File: src/rtl/mips_test_pkg.sv
// mips_test_pkg: FSM states, probe kinds and code-segment PC shared by the MIPS self-test logic
package mips_test_pkg;
   typedef enum logic [3:0] {
      S_IDLE, S_LOAD, S_HOLD, S_PRE_A, S_PRE_B, S_RUN, S_PROBE, S_CHECK, S_NEXT, S_DONE
   } st_e;
   localparam logic [1:0] KIND_GPR = 2'd0;
   localparam logic [1:0] KIND_DM = 2'd1;
   localparam logic [1:0] KIND_PC = 2'd2;
   localparam logic [31:0] CODE_SEG_PC = 32'h0000_3000;
endpackage

File: src/rtl/instr_selftest_seq.sv
// instr_selftest_seq: loads, runs and checks one MIPS instruction per vector, counting passes and fails
module instr_selftest_seq
   import mips_test_pkg::*;
#(
   parameter int NUM_TESTS = 16,
   parameter int TIMEOUT = 64,
   parameter int RST_CYCLES = 2,
   parameter int MIN_RUN = 2,
   parameter int IW = (NUM_TESTS > 1) ? $clog2(NUM_TESTS) : 1,
   parameter int CW = $clog2(NUM_TESTS + 1)
)(
   input  logic          clk,
   input  logic          rst,
   input  logic          start,
   output logic [IW-1:0] vec_idx,
   input  logic [31:0]   vec_instr,
   input  logic [1:0]    vec_kind,
   input  logic [31:0]   vec_addr,
   input  logic [31:0]   vec_pre_a,
   input  logic [31:0]   vec_pre_b,
   input  logic [1:0]    vec_pre_en,
   input  logic [31:0]   vec_expect,
   output logic          im_we,
   output logic [31:0]   im_wdata,
   output logic          gpr_we,
   output logic [4:0]    gpr_waddr,
   output logic [31:0]   gpr_wdata,
   output logic          cpu_rst,
   input  logic          cpu_s1,
   output logic [1:0]    probe_kind,
   output logic [31:0]   probe_addr,
   input  logic [31:0]   probe_data,
   output logic          busy,
   output logic          done,
   output logic [CW-1:0] pass_cnt,
   output logic [CW-1:0] fail_cnt,
   output logic [IW-1:0] first_fail,
   output logic          first_fail_vld,
   output logic          timeout_seen
);
   localparam int RW = $clog2(TIMEOUT + RST_CYCLES + 1);
   st_e state_q, state_d;
   logic [RW-1:0] cnt_q, cnt_d;
   logic [IW-1:0] vec_idx_q, vec_idx_d, first_fail_q, first_fail_d;
   logic [CW-1:0] pass_cnt_q, pass_cnt_d, fail_cnt_q, fail_cnt_d;
   logic first_fail_vld_q, first_fail_vld_d, timeout_seen_q, timeout_seen_d;
   logic im_we_q, im_we_d, gpr_we_q, gpr_we_d, cpu_rst_q, cpu_rst_d, fail_rec;
   logic [31:0] im_wdata_q, im_wdata_d, gpr_wdata_q, gpr_wdata_d, probe_addr_q, probe_addr_d;
   logic [4:0] gpr_waddr_q, gpr_waddr_d;
   logic [1:0] probe_kind_q, probe_kind_d;
   always_comb begin
      state_d = state_q;
      cnt_d = cnt_q;
      vec_idx_d = vec_idx_q;
      pass_cnt_d = pass_cnt_q;
      fail_cnt_d = fail_cnt_q;
      first_fail_d = first_fail_q;
      first_fail_vld_d = first_fail_vld_q;
      timeout_seen_d = timeout_seen_q;
      fail_rec = 1'b0;
      case (state_q)
         S_IDLE, S_DONE: if (start) begin
            state_d = S_LOAD;
            vec_idx_d = '0;
            pass_cnt_d = '0;
            fail_cnt_d = '0;
            first_fail_d = '0;
            first_fail_vld_d = 1'b0;
            timeout_seen_d = 1'b0;
         end
         S_LOAD: begin
            state_d = S_HOLD;
            cnt_d = '0;
         end
         S_HOLD: if (cnt_q == RW'(RST_CYCLES - 1)) state_d = S_PRE_A;
            else cnt_d = cnt_q + 1'b1;
         S_PRE_A: state_d = S_PRE_B;
         S_PRE_B: begin
            state_d = S_RUN;
            cnt_d = '0;
         end
         S_RUN: if (cnt_q >= RW'(MIN_RUN) && cpu_s1) state_d = S_PROBE;
            else if (cnt_q == RW'(TIMEOUT - 1)) begin
               state_d = S_NEXT;
               timeout_seen_d = 1'b1;
               fail_rec = 1'b1;
            end else cnt_d = cnt_q + 1'b1;
         S_PROBE: state_d = S_CHECK;
         S_CHECK: begin
            state_d = S_NEXT;
            if (vec_kind <= KIND_PC && probe_data == vec_expect) pass_cnt_d = pass_cnt_q + 1'b1;
            else fail_rec = 1'b1;
         end
         S_NEXT: if (vec_idx_q == IW'(NUM_TESTS - 1)) state_d = S_DONE;
            else begin
               vec_idx_d = vec_idx_q + 1'b1;
               state_d = S_LOAD;
            end
         default: state_d = S_IDLE;
      endcase
      if (fail_rec) begin
         fail_cnt_d = fail_cnt_q + 1'b1;
         first_fail_d = first_fail_vld_q ? first_fail_q : vec_idx_q;
         first_fail_vld_d = 1'b1;
      end
      // the vector ROM only presents the new word once LOAD is entered, so the IM write trails by one cycle
      im_we_d = state_q == S_LOAD;
      im_wdata_d = (state_q == S_LOAD) ? vec_instr : im_wdata_q;
      gpr_we_d = (state_d == S_PRE_A && vec_pre_en[0]) || (state_d == S_PRE_B && vec_pre_en[1]);
      gpr_waddr_d = !gpr_we_d ? gpr_waddr_q : (state_d == S_PRE_B) ? vec_instr[20:16] : vec_instr[25:21];
      gpr_wdata_d = !gpr_we_d ? gpr_wdata_q : (state_d == S_PRE_B) ? vec_pre_b : vec_pre_a;
      cpu_rst_d = state_d inside {S_IDLE, S_LOAD, S_HOLD, S_NEXT, S_DONE};
      probe_kind_d = (state_d == S_PROBE) ? vec_kind : probe_kind_q;
      probe_addr_d = (state_d == S_PROBE) ? vec_addr : probe_addr_q;
   end
   always_ff @(posedge clk or posedge rst)
      if (rst) begin
         state_q <= S_IDLE;
         cnt_q <= '0;
         vec_idx_q <= '0;
         pass_cnt_q <= '0;
         fail_cnt_q <= '0;
         first_fail_q <= '0;
         first_fail_vld_q <= 1'b0;
         timeout_seen_q <= 1'b0;
         im_we_q <= 1'b0;
         im_wdata_q <= '0;
         gpr_we_q <= 1'b0;
         gpr_waddr_q <= '0;
         gpr_wdata_q <= '0;
         cpu_rst_q <= 1'b1;
         probe_kind_q <= '0;
         probe_addr_q <= '0;
      end else begin
         state_q <= state_d;
         cnt_q <= cnt_d;
         vec_idx_q <= vec_idx_d;
         pass_cnt_q <= pass_cnt_d;
         fail_cnt_q <= fail_cnt_d;
         first_fail_q <= first_fail_d;
         first_fail_vld_q <= first_fail_vld_d;
         timeout_seen_q <= timeout_seen_d;
         im_we_q <= im_we_d;
         im_wdata_q <= im_wdata_d;
         gpr_we_q <= gpr_we_d;
         gpr_waddr_q <= gpr_waddr_d;
         gpr_wdata_q <= gpr_wdata_d;
         cpu_rst_q <= cpu_rst_d;
         probe_kind_q <= probe_kind_d;
         probe_addr_q <= probe_addr_d;
      end
   assign vec_idx = vec_idx_q;
   assign im_we = im_we_q;
   assign im_wdata = im_wdata_q;
   assign gpr_we = gpr_we_q;
   assign gpr_waddr = gpr_waddr_q;
   assign gpr_wdata = gpr_wdata_q;
   assign cpu_rst = cpu_rst_q;
   assign probe_kind = probe_kind_q;
   assign probe_addr = probe_addr_q;
   assign pass_cnt = pass_cnt_q;
   assign fail_cnt = fail_cnt_q;
   assign first_fail = first_fail_q;
   assign first_fail_vld = first_fail_vld_q;
   assign timeout_seen = timeout_seen_q;
   assign busy = !(state_q inside {S_IDLE, S_DONE});
   assign done = state_q == S_DONE;
endmodule

File: config.mk
export PLATFORM = sky130hd
export DESIGN_NAME = instr_selftest_seq
export DESIGN_NICKNAME = d
export VERILOG_FILES = /design/src/rtl/mips_test_pkg.sv /design/src/rtl/instr_selftest_seq.sv
export SDC_FILE = /design/constraint.sdc
export NUM_CORES = 1
export LEC_CHECK = 0
export CAP_MARGIN = 15
export CELL_PAD_IN_SITES_DETAIL_PLACEMENT = 1
export CELL_PAD_IN_SITES_GLOBAL_PLACEMENT = 1
export CORE_ASPECT_RATIO = 2
export CORE_MARGIN = 8
export CORE_UTILIZATION = 30
export CTS_CLUSTER_DIAMETER = 40
export DETAILED_ROUTE_END_ITERATION = 10
export PLACE_DENSITY = 0.79
export SYNTH_ARGS = -nofsm -noshare
export SYNTH_HDL_FRONTEND = slang
export SYNTH_SLANG_ARGS = --single-unit
File: constraint.sdc
create_clock -name clk -period 5.54 [get_ports clk]
set_clock_uncertainty 0.2 [all_clocks]
set_input_delay 0.554 -clock clk [delete_from_list [all_inputs] [get_ports clk]]
set_output_delay 0.554 -clock clk [all_outputs]
set_load 0.01 [all_outputs]
== Word level (Yosys, flattened, before mapping) ==
Index checks and enable logic that the tools add are counted.

* Register bits: 137
* Logic and storage cells: 107

* $add $sub $neg: 4
* $lt $le $gt $ge: 2
* Equality and inequality tests: 28
* Muxes and demuxes: 33
* Reductions and logical operators: 24

{| class="wikitable"
|+ Operators with widths
! kind !! count
|-
| $mux W4 || 10
|-
| $pmux W4 S9 || 1
|-
| $eq A32 B32 Y1 || 1
|-
| $mux W32 || 1
|-
| $mux W5 || 5
|-
| $eq A4 B3 Y1 const B || 6
|-
| $mux W7 || 3
|-
| $pmux W7 S3 || 1
|-
| $eq A4 B4 Y1 const B || 5
|-
| $eq A4 B2 Y1 const B || 4
|-
| $ne A2 B2 Y1 const B || 8
|-
| $reduce_bool A2 Y1 || 6
|-
| $add A5 B1 Y5 const B || 2
|-
| $pmux W5 S2 || 1
|-
| $reduce_and A3 Y1 || 3
|-
| $eq A4 B1 Y1 const B || 2
|-
| $logic_not A4 Y1 || 2
|-
| $mux W1 || 8
|-
| $pmux W4 S2 || 1
|-
| $reduce_and A4 Y1 || 2
|-
| $add A7 B1 Y7 const B || 1
|-
| $eq A7 B1 Y1 const B || 1
|-
| $eq A7 B6 Y1 const B || 1
|-
| $ge A7 B2 Y1 const B || 1
|-
| other kinds (10) || 15
|}

== Logic depth before layout (Yosys ltp) ==
Gate-level depths: netlist of run 1.

* Word-level depth: 7
* Mapped depth: 10
* Gate-level depth less buffers: 8

== Worst setup path before layout of run 1 ==
OpenSTA, ideal clock, no wires.

* Path kind: input -> register
* From: in vec_expect[30]
* To: reg pass_cnt_q[3] (netlist: pass_cnt[3])
* Arrival time: 2.179 ns
* Required time: 5.262 ns
* Setup slack: 3.083 ns
* Stages: 7
* Cell sequence: xor2_1 > nor4_1 > nand4_1 > or4_1 > clkbuf_1 > or3_1 > a21oi_1

* Word-level cells in the longest chain between the ends: 4

{| class="wikitable"
|+ Ends and longest elaborated chain
! item !! line !! source
|-
| start: declaration || instr_selftest_seq.sv:22 || <nowiki>input logic [31:0] vec_expect,</nowiki>
|-
| $eq A32 B32 Y1 || instr_selftest_seq.sv:91 || <nowiki>if (vec_kind <= KIND_PC && probe_data == vec_expect) pass_cnt_d = pass_cnt_q + 1'b1;</nowiki>
|-
| $logic_and A1 B1 Y1 || instr_selftest_seq.sv:91 ||
|-
| $ne A2 B2 Y1 (no line) || - ||
|-
| $reduce_and A3 Y1 (no line) || - ||
|-
| end signal: assignment || instr_selftest_seq.sv:138 || <nowiki>pass_cnt_q <= pass_cnt_d;</nowiki>
|-
| end: declaration || instr_selftest_seq.sv:45 || <nowiki>logic [CW-1:0] pass_cnt_q, pass_cnt_d, fail_cnt_q, fail_cnt_d;</nowiki>
|}

No other way between the ends.
A chain may end at the register's enable or synchronous reset.

== Final worst setup path of run 1 ==
* From: reg cnt_q[6]
* To: reg gpr_wdata_q[22] (netlist: gpr_wdata[22])

* Word-level cells in the longest chain between the ends: 7

{| class="wikitable"
|+ Ends and longest elaborated chain
! item !! line !! source
|-
| start: declaration || instr_selftest_seq.sv:43 || <nowiki>logic [RW-1:0] cnt_q, cnt_d;</nowiki>
|-
| start signal: assignment || instr_selftest_seq.sv:136 || <nowiki>cnt_q <= cnt_d;</nowiki>
|-
| $ge A7 B2 Y1 or $eq A7 B6 Y1 (tied branches) || instr_selftest_seq.sv:82, instr_selftest_seq.sv:83 ||
|-
| $logic_and A1 B1 Y1 or $mux W4 (tied branches) || instr_selftest_seq.sv:82, instr_selftest_seq.sv:83 ||
|-
| $mux W4 || instr_selftest_seq.sv:82 || <nowiki>S_RUN: if (cnt_q >= RW'(MIN_RUN) && cpu_s1) state_d = S_PROBE;</nowiki>
|-
| $pmux W4 S9 (*) || instr_selftest_seq.sv:61 || <nowiki>case (state_q)</nowiki>
|-
| named net state_d[0] || instr_selftest_seq.sv:42 || <nowiki>st_e state_q, state_d;</nowiki>
|-
| $eq A4 B2 Y1 or $eq A4 B3 Y1 (tied branches) || instr_selftest_seq.sv:109, instr_selftest_seq.sv:111 ||
|-
| $logic_and A1 B1 Y1 || instr_selftest_seq.sv:109 || <nowiki>gpr_we_d = (state_d == S_PRE_A && vec_pre_en[0]) || (state_d == S_PRE_B && vec_pre_en[1]);</nowiki>
|-
| $logic_or A1 B1 Y1 || instr_selftest_seq.sv:109 ||
|-
| end signal: assignment || instr_selftest_seq.sv:147 || <nowiki>gpr_wdata_q <= gpr_wdata_d;</nowiki>
|-
| end: declaration || instr_selftest_seq.sv:48 || <nowiki>logic [31:0] im_wdata_q, im_wdata_d, gpr_wdata_q, gpr_wdata_d, probe_addr_q, probe_addr_d;</nowiki>
|}

Mark *: on every way through the listed nets, which the timed path passes. The rest lies on a longest branch.

==> metrics.md, run 1 <==
| Metric | Value |
|---|---|
| Family with the most delay on the worst path | `compound AO/OA/AOI/OAI gates` |
| Ys async rst share | `1.00` |
| I/O Pins | `328` |
| Critical Path Stages | `7` |
| Final setup TNS | `0 ns` |
| Slowest-stage cell, CP | `a32o_2` |
| Slew headroom | `0.345` |
| Critical path, cell by cell | `or4_4, o31ai_2, a221o_2, a32o_2, buf_4, nor2_1, a21oi_1` |
| Synth Flop Type | `dfrtp_1` |
| Final WL | `23.7 mm` |
| Fin nets | `1078` |
| Data required, critical path | `5.68 ns` |
| Max VDD drop | `0.000178 V` |
| Post-Synth Simple-Gate Area | `0.0996` |
| CP peak stage delay | `0.63 ns` |
| Core Area | `20900 µm²` |
| Detailed-route DRC error count | `0` |
| Vias in the first global route | `6159` |
| Initial antenna violation count | `0` |
| Synthesized cell area | `6390 µm²` |
| H-tree depth | `4` |
| Synth unique cells | `50` |
| Die height | `222 µm` |
| Leakage | `0.00422 µW` |
| Layout area overhead | `64.3%` |
| Synth Area in Adders | `0.0117` |
| Largest net degree at the start of global routing | `103` |
| GRT Total Usage | `0.179` |
| Sink Count | `137` |
| Ratio of cells with drive above 1 in the final layout | `0.139` |
| Clk buf depth | `2` |
| CP Capture Type | `flop` |
| Worst-Margin Slew | `0.982 ns` |
| Unrepaired setup endpoints after global routing | `false` |
| Crit path max fanout | `43` |
| # rows | `75` |
| Root buf cell | `clkbuf_16` |
| Outcome | `finished, final reports clean` |
| Post-cts sizing count | `0` |
| Max-Cap Viols | `0` |
| Post-Syn Nets | `754` |
| Die ar. | `26500 µm²` |
| Post-synthesis cell count | `548` |
| Tcrit/Tclk final | `0.612` |
| Crit path time final | `3.39 ns` |
| # Post-CTS Setup Buffers | `0` |
| Mux cell area share after synthesis | `0.174` |
| Post-DR wirelength/cell | `20.5 µm` |
| Fin. max-slew vios | `0` |
| Synth Area in XOR/XNOR | `0.0548` |
| HPWL Detailed | `18.8 mm` |
| Average size of a mapped cell | `11.7 µm²` |
| Largest family of logic cells by synthesized area | `multiplexers` |
| Hold WC Path Type | `flop to flop` |
| Setup crit start kind | `flop` |
| Horiz. Die Dim | `119 µm` |
| Endpoints failing hold | `0` |
| Critical path arrival | `3.53 ns` |
| Antenna cell count | `0` |
| Global-route wire length before repair | `36.1 mm` |
| Total power | `5270 µW` |
| FF-to-FF path depth | `7` |
| Hold depth | `1` |
| Count of buffers from port buffering | `327` |
| FF+latch count, synth | `137` |
| Hold Buf Count CTS | `0` |
| Yosys warning count | `0` |
| # setup viols final | `0` |
| PD cells | `502 nW/µm²` |
| Compound-Gate Fraction of Synth Area | `0.0934` |
| Initial Util | `0.305` |
| Critical path class | `flop to flop` |
| Num CTS Buffers | `17` |
| Total number of vias | `5547` |
| Register area share after synthesis | `0.537` |
| Drt pass-1 iters | `3` |
| Vias/cell | `4.81` |
| Routability Congestion | `0.802` |
| Worst skew pair latency | `0.42 ns` |
| Max Fclk | `0.295 GHz` |
| EDFF count, synth | `0` |
| Reg clk slew, reported paths | `0.06 ns` |
| CTS tree | `done` |
| GRT Residual Overflow | `0` |
| Worst path buffer plus inverter count | `1` |
| Antenna-violating nets left | `0` |
| DRT iter0 DRCs | `176` |
[metrics by stage]
stage	utilization	setup slack, ns	area [µm²]	hold WS [ns]	std cells
3_3_place_gp	0.474	2.13	9930	0.286	1122
3_5_place_dp	0.474	2.06	9930	0.292	1122
2_1_floorplan	-	1.12	6390	0.307	548
5_1_grt	0.502	1.92	10500	0.312	1154
4_1_cts	0.502	2.16	10500	0.306	1154
6_report	0.502	2.15	10500	0.304	1154
[where the power goes]
part | internal, µW | switching, µW
Clock | 672 | 441
Sequential | 1440 | 304
Combinational | 1350 | 1060
Total | 3470 | 1800
[cell usage in the layout, fill, tap and decap left out, types with 3 or more instances in the layout]
cell type	count
dfrtp_1	136
nand2b_1	9
clkbuf_16	17
nand4_1	7
mux2i_1	37
and2_1	4
nand3_1	9
nor4_1	9
inv_1	10
or3_1	4
clkinvlp_4	3
clkinv_2	5
clkdlybuf4s50_1	327
mux2_2	66
o21ai_0	11
a21oi_1	49
nor3_1	7
a22oi_1	5
xor2_1	33
buf_4	8
a211oi_1	3
a31o_2	6
xnor2_1	7
nor2_1	49
o31ai_1	3
ha_1	6
nand2_1	18
[layer usage]
metal,track usage,vias up,share of wire
li1,-,2584,-
met1,0.160,2766,0.33
met2,0.359,169,0.60
met3,0.0470,28,0.053
met4,0.0731,0,0.023
met5,0,-,0
[cells in the mapped netlist, drive strengths merged (3+ instances only)]
cell    instances  area share
xnor2           7      0.0096
and2            4      0.0039
or3             4      0.0039
mux2i          37       0.058
a21oi          49       0.038
a22oi           5      0.0059
clkbuf         12      0.0070
ha              6       0.012
nand4           7      0.0069
dfrtp         136        0.53
inv            11      0.0065
nand2b          9      0.0088
mux2           66        0.12
o21ai          12      0.0094
nor3            9      0.0070
nor2           49       0.029
a211oi          3      0.0035
buf            18       0.016
o31ai           4      0.0055
a31o            6      0.0082
nand2          18       0.011
xor2           33       0.045
nand3           9      0.0070
or4             3      0.0041
nor4            9      0.0088
[flip-flops by register name, summed over array words and instances (netlist names)]
| name | cells |
|---|---|
| cnt_q | 7 |
| first_fail_vld | 1 |
| fail_cnt | 5 |
| probe_addr | 32 |
| probe_kind | 2 |
| state_q | 4 |
| gpr_we | 1 |
| im_we | 1 |
| vec_idx | 4 |
| gpr_wdata | 32 |
| timeout_seen | 1 |
| first_fail | 4 |
| gpr_waddr | 5 |
| pass_cnt | 5 |
| cpu_rst | 1 |
| im_wdata | 32 |
[cell type report]
type                    instances  area [µm²]
repair buffers                335        3330
inverters                      11        46.3
fillers                      2285       10400
well taps                     269         337
multi-input cells             370        2780
clock inverters                12         125
flip-flops and latches        137        3430
clock buffers                  20         447
[kinds of logic (layout without fill, tap and decap cells)]
| group | after synthesis | count (layout) |
|---|---|---|
| AO/OA/AOI/OAI | 92 | 92 |
| XOR/XNOR | 40 | 40 |
| adder cells (fa/ha/maj) | 6 | 6 |
| buffers and inverters | 41 | 378 |
| flip-flops | 137 | 137 |
| multiplexers | 103 | 103 |
| AND/OR/NAND/NOR | 129 | 129 |
[final timing paths]
check / startpoint / end / slack, ns
setup / recovery: cnt_q[6]$_DFFE_PP0P_ / gpr_wdata[22]$_DFFE_PP0P_ / 2.15
min in group asynchronous: rst / im_wdata[30]$_DFFE_PP0P_ / 0.49
hold reg to reg: probe_addr[20]$_DFFE_PP0N_ / probe_addr[20]$_DFFE_PP0N_ / 0.30
setup reg to reg: cnt_q[6]$_DFFE_PP0P_ / gpr_wdata[22]$_DFFE_PP0P_ / 2.15
max in group asynchronous: rst / cpu_rst$_DFF_PP1_ / 3.47
hold / removal: probe_addr[20]$_DFFE_PP0N_ / probe_addr[20]$_DFFE_PP0N_ / 0.30
Note: power is estimated with default switching activity, not from simulation.
==> inputs of run 2 (changes only) <==
==> constraint.sdc (replaced) <==
create_clock -name clk -period 3.3 [get_ports clk]
set_clock_uncertainty 0.2 [all_clocks]
set_input_delay 0.33 -clock clk [delete_from_list [all_inputs] [get_ports clk]]
set_output_delay 0.33 -clock clk [all_outputs]
set_load 0.01 [all_outputs]
==> run 2 against run 1 <==
Global-route usage is 0.28 points higher. Highest routed layer unchanged. Die area unchanged. Sequential power rose by 67%. Routed wire length rose by 1.7%. Largest power group unchanged.
==> metrics.md, run 2 (synthesized netlist as in run 1, its figures left out) <==
| Metric | Value |
|---|---|
| Outcome | `finished, final reports clean` |
| Final setup TNS | `0 ns` |
| Sink Count | `137` |
| # Post-CTS Setup Buffers | `0` |
| H-tree depth | `4` |
| Fin. max-slew vios | `0` |
| Routed wl met2 | `14.5 mm` |
| Dpl cells | `1127` |
| DRT iter0 DRCs | `162` |
| Combinational group share of total power | `0.467` |
| Tcrit/Tclk final | `0.827` |
| Crit path max fanout | `75` |
| DR top layer | `met4` |
| Seq. cell area | `3430 µm²` |
| Util after Layout | `0.505` |
| Hold Buf Count CTS | `0` |
| Worst-Margin Slew | `0.896 ns` |
| Setup crit start kind | `flop` |
| M1 WL | `7.56 mm` |
| R2r setup slk | `0.57 ns` |
| Core Area | `20900 µm²` |
| GRT Total Usage | `0.182` |
| Leakage | `0.00424 µW` |
| Detailed-route DRC error count | `0` |
| Clk buf depth | `2` |
| Hold WC Path Type | `input port to async pin` |
| Reg clk slew, reported paths | `0.06 ns` |
| CTS tree | `done` |
| Final WL | `24.1 mm` |
| Post-cts sizing count | `0` |
| GRT Residual Overflow | `0` |
| Multi-input gate area | `2780 µm²` |
| WL met3 | `1.27 mm` |
| Commonest non-fill, non-tap cell in the layout | `clkdlybuf4s50_1` |
| Num CTS Buffers | `17` |
| Reg-to-Reg End | `gpr_wdata[1]$_DFFE_PP0P_` |
| Total number of vias | `5579` |
| Critical path arrival | `2.85 ns` |
| HPWL Detailed | `19.4 mm` |
| Final-layout fill cell count | `2238` |
| Critical path class | `flop to flop` |
| Die height | `222 µm` |
| Worst r2r src | `cnt_q[2]$_DFFE_PP0P_` |
| Slew headroom | `0.397` |
| Vias/cell | `4.81` |
| Crit path time final | `2.73 ns` |
| Clk pwr share | `0.200` |
| Initial antenna violation count | `2` |
| FF-to-FF path depth | `7` |
| PD cells | `833 nW/µm²` |
| Endpoints failing hold | `0` |
| Drt pass-1 iters | `4` |
| Largest net degree at the start of global routing | `76` |
| Crit path from | `cnt_q[2]$_DFFE_PP0P_` |
| Horiz. Die Dim | `119 µm` |
| I/O Pins | `328` |
| Worst skew pair latency | `0.42 ns` |
| Max Fclk | `0.367 GHz` |
| Ratio of cells with drive above 1 in the final layout | `0.139` |
| Root buf cell | `clkbuf_16` |
| Max-Cap Viols | `0` |
| Routability Congestion | `0.802` |
| Unrepaired setup endpoints after global routing | `false` |
| Max VDD drop | `0.000382 V` |
| Global-route wire length before repair | `36.6 mm` |
| # rows | `75` |
| Data required, critical path | `3.42 ns` |
| Count of buffers from port buffering | `327` |
| Most frequent cells in the layout | `327 x clkdlybuf4s50_1, 136 x dfrtp_1, 66 x mux2_2` |
| CP Capture Type | `flop` |
| Antenna-violating nets left | `0` |
| Power Internal | `5810 µW` |
| Layout area overhead | `65.3%` |
| Reg power frac | `0.333` |
| Fin nets | `1083` |
| Vias in the first global route | `6232` |
| Switching part of the total | `0.340` |
| Post-DR wirelength/cell | `20.7 µm` |
| Initial Util | `0.305` |
| # setup viols final | `0` |
| Finished Layout Cells | `1160` |
| Die ar. | `26500 µm²` |
| Psw | `2990 µW` |
## run 2: cell count changes in the layout (fill, tap and decap cells not counted), sizes merged
cell | previous run | this run
buf | 8 | 13
bufinv | 2 | 1
clkbuf | 20 | 24
clkinv | 6 | 3
diode | 0 | 2
inv | 12 | 11
## run 2: how the worst max path moves through the flow
| stage | slack (ns) | to |
|---|---|---|
| final | 0.57 | gpr_wdata[1]$_DFFE_PP0P_ |
| after global routing | 0.41 | gpr_wdata[5]$_DFFE_PP0P_ |
| after CTS | 0.54 | gpr_wdata[1]$_DFFE_PP0P_ |
| after detailed placement | 0.24 | fail_cnt[3]$_DFFE_PP0P_ |
| after global placement | 0.26 | fail_cnt[3]$_DFFE_PP0P_ |
| after floorplan | 0.86 | fail_cnt[4]$_DFFE_PP0P_ |
## run 2: power by group through the flow
stage | logic (µW) | clock network [µW] | registers, µW
2_1_floorplan | 1660 | 0 | 3160
3_3_place_gp | 4100 | 0 | 2900
3_5_place_dp | 4180 | 0 | 2960
4_1_cts | 4200 | 1820 | 2940
5_1_grt | 4410 | 1890 | 3040
6_report | 4110 | 1760 | 2930
## run 2: per-stage QoR
| step | setup WS [ns] | cell area [µm²] | hold slack, ns | total power (µW) |
|---|---|---|---|---|
| finish | 0.572 | 10600 | 0.203 | 8800 |
| global route | 0.407 | 10600 | 0.220 | 9340 |
| CTS | 0.539 | 10600 | 0.200 | 8960 |
| detailed placement | 0.238 | 10000 | 0.292 | 7140 |
| global placement | 0.255 | 10000 | 0.286 | 7000 |
| floorplan | 0.863 | 6390 | 0.280 | 4820 |
## run 2: final cells by class
class                           count  share of cell area
Antenna cell                        2            0.000474
Inverter                           11             0.00426
Multi-Input combinational cell    370               0.264
Timing Repair Buffer              340               0.324
Clock buffer                       24              0.0447
Tap cell                          269              0.0319
Clock inverter                      7             0.00652
Sequential cell                   137               0.325
## run 2: layer usage
| layer | up-vias | GRT usage |
|---|---|---|
| met4 | 0 | 0.0801 |
| met2 | 172 | 0.362 |
| met3 | 33 | 0.0521 |
| met1 | 2774 | 0.160 |
| li1 | 2600 | - |
| met5 | - | 0 |
## run 2: critical path, stage by stage, from the launching register on
cell and delay (ns):
dfrtp_1 0.44, or4_4 0.57, o31ai_2 0.39, a221o_2 0.27, a32o_2 0.21, buf_12 0.28, nor2_1 0.07, a21oi_1 0.18
==> inputs of run 3 (changes only) <==
==> constraint.sdc (replaced) <==
create_clock -name clk -period 2.85 [get_ports clk]
set_clock_uncertainty 0.2 [all_clocks]
set_input_delay 0.285 -clock clk [delete_from_list [all_inputs] [get_ports clk]]
set_output_delay 0.285 -clock clk [all_outputs]
set_load 0.01 [all_outputs]
==> run 3 against run 2 <==
First-iteration DRC count shrank 28%. Sequential share of layout area fell by 0.62 points. Register-to-register slack worse by 0.37 ns. Die area unchanged. Total power grew 20%. Global-route usage increased by 0.61 points. Sequential cell count did not move. Non-clock buffer count is 11 higher. Cell count grew 0.86%. Hold slack got worse by 0.081 ns.
==> metrics.md, run 3 (synthesized netlist as in run 1, its figures left out) <==
| Metric | Value |
|---|---|
| Slowest-stage cell, CP | `or4_4` |
| Outcome | `finished, final reports clean` |
| Max Fclk | `0.378 GHz` |
| Total number of vias | `5659` |
| GRT Total Usage | `0.188` |
| Unrepaired setup endpoints after global routing | `false` |
| Sink Count | `137` |
| GRT Residual Overflow | `0` |
| Largest net degree at the start of global routing | `44` |
| Crit path time final | `2.65 ns` |
| Ratio of cells with drive above 1 in the final layout | `0.155` |
| Final Cell Area | `10800 µm²` |
| Num CTS Buffers | `17` |
| Fin nets | `1094` |
| Worst-Margin Slew | `0.669 ns` |
| Max-Cap Viols | `0` |
| Vias/cell | `4.84` |
| Max VDD drop | `0.000412 V` |
| Crit path capture | `gpr_wdata[23]$_DFFE_PP0P_` |
| Die height | `222 µm` |
| Post-cts sizing count | `0` |
| Global-route wire length before repair | `37.9 mm` |
| CTS tree | `done` |
| Initial Util | `0.305` |
| Routability Congestion | `0.802` |
| Hold WC Path Type | `input port to async pin` |
| Hold slack final | `0.122 ns` |
| Placed Area | `10100 µm²` |
| Leakage | `0.00435 µW` |
| Crit path from | `cnt_q[6]$_DFFE_PP0P_` |
| Post-DR wirelength/cell | `21.1 µm` |
| Hold Buf Count CTS | `0` |
| Slew headroom | `0.553` |
| Reg clk slew, reported paths | `0.06 ns` |
| PD cells | `985 nW/µm²` |
| Initial antenna violation count | `0` |
| Worst r2r src | `cnt_q[6]$_DFFE_PP0P_` |
| Drt pass-1 iters | `4` |
| R2r setup slk | `0.20 ns` |
| # rows | `75` |
| Reg-to-Reg End | `gpr_wdata[23]$_DFFE_PP0P_` |
| Horiz. Die Dim | `119 µm` |
| H-tree depth | `4` |
| Data required, critical path | `2.97 ns` |
| Count of buffers from port buffering | `327` |
| Util after Layout | `0.515` |
| Setup crit start kind | `flop` |
| # setup viols final | `0` |
| Die ar. | `26500 µm²` |
| CP peak stage delay | `0.60 ns` |
| Antenna-violating nets left | `0` |
| Layout area overhead | `68.5%` |
| # Post-CTS Setup Buffers | `0` |
| Critical path arrival | `2.77 ns` |
| Fin. max-slew vios | `0` |
| Worst skew pair latency | `0.42 ns` |
| Detailed-route DRC error count | `0` |
| Antenna cell count | `0` |
| Commonest non-fill, non-tap cell in the layout | `clkdlybuf4s50_1` |
| Final WL | `24.7 mm` |
| Core Area | `20900 µm²` |
| Final setup TNS | `0 ns` |
| Endpoints failing hold | `0` |
| Clk buf depth | `2` |
| Tcrit/Tclk final | `0.929` |
| Most frequent cells in the layout | `327 x clkdlybuf4s50_1, 136 x dfrtp_1, 66 x mux2_2` |
| Critical path, cell by cell | `or4_4, o31ai_4, a221o_2, a32o_2, buf_12, nor2_1, a21oi_1` |
| Vias in the first global route | `6435` |
| Critical path class | `flop to flop` |
| Crit path max fanout | `43` |
| Root buf cell | `clkbuf_16` |
| I/O Pins | `328` |
| FF-to-FF path depth | `7` |
| CP Capture Type | `flop` |
| DRT iter0 DRCs | `117` |
| HPWL Detailed | `19.9 mm` |
[run 3: changes by cell type in the layout (fill, tap and decap cells not counted)]
cell       before  now
buf_4           9   17
clkbuf_1        5    1
buf_12          4    7
bufinv_16       1    4
inv_6           1    4
clkbuf_8        2    0
diode_2         2    0
clkinv_4        0    1
o31ai_2         1    0
o31ai_4         0    1
[run 3: worst min path at each step]
stage	endpoint	slack, ns	cells past startpoint
floorplan	probe_addr[29]$_DFFE_PP0N_	0.24	1
global placement	probe_addr[25]$_DFFE_PP0N_	0.29	1
detailed placement	im_wdata[18]$_DFFE_PP0P_	0.30	1
CTS	gpr_wdata[11]$_DFFE_PP0P_	0.12	2
global route	gpr_wdata[11]$_DFFE_PP0P_	0.16	2
finish	gpr_wdata[11]$_DFFE_PP0P_	0.12	2
[run 3: through the flow]
stage | std cells | power (µW) | worst slack, ns
floorplan | 548 | 5580 | 0.413
global placement | 1138 | 8180 | -0.0531
detailed placement | 1138 | 8350 | -0.0886
CTS | 1170 | 10800 | 0.0591
global route | 1170 | 11200 | 0.0649
finish | 1170 | 10600 | 0.203
[run 3: layout make-up]
cell class	instances	area, µm²
clock buffers	18	429
well taps	269	337
clock inverters	14	194
flip-flops and latches	137	3430
inverters	11	45.0
repair buffers	351	3540
fillers	2262	10200
multi-input cells	370	2790
[run 3: routing by layer]
layer  up-vias  routed length, µm  part of all wire  global-route usage
li1       2616                  -                 -                   -
met1      2816               7810              0.32               0.166
met2       181              14600              0.59               0.368
met3        46               1260             0.051              0.0493
met4         0               1050             0.042               0.101
met5         -                  0                 0                   0
[run 3: report_power, final]
group	internal (µW)	switching (µW)	total (µW)	leakage, µW
Clock	1470	887	2360	0.000301
Combinational	2740	2160	4900	0.00239
Sequential	2810	530	3340	0.00166
Total	7020	3580	10600	0.00435
[run 3: worst max-delay path, delay by kind of cell, from the launching register on]
family	cells	cell delay, ns
buffers and inverters	1	0.23
AO/OA/AOI/OAI	4	1.02
flip-flops	1	0.44
AND/OR/NAND/NOR	2	0.66
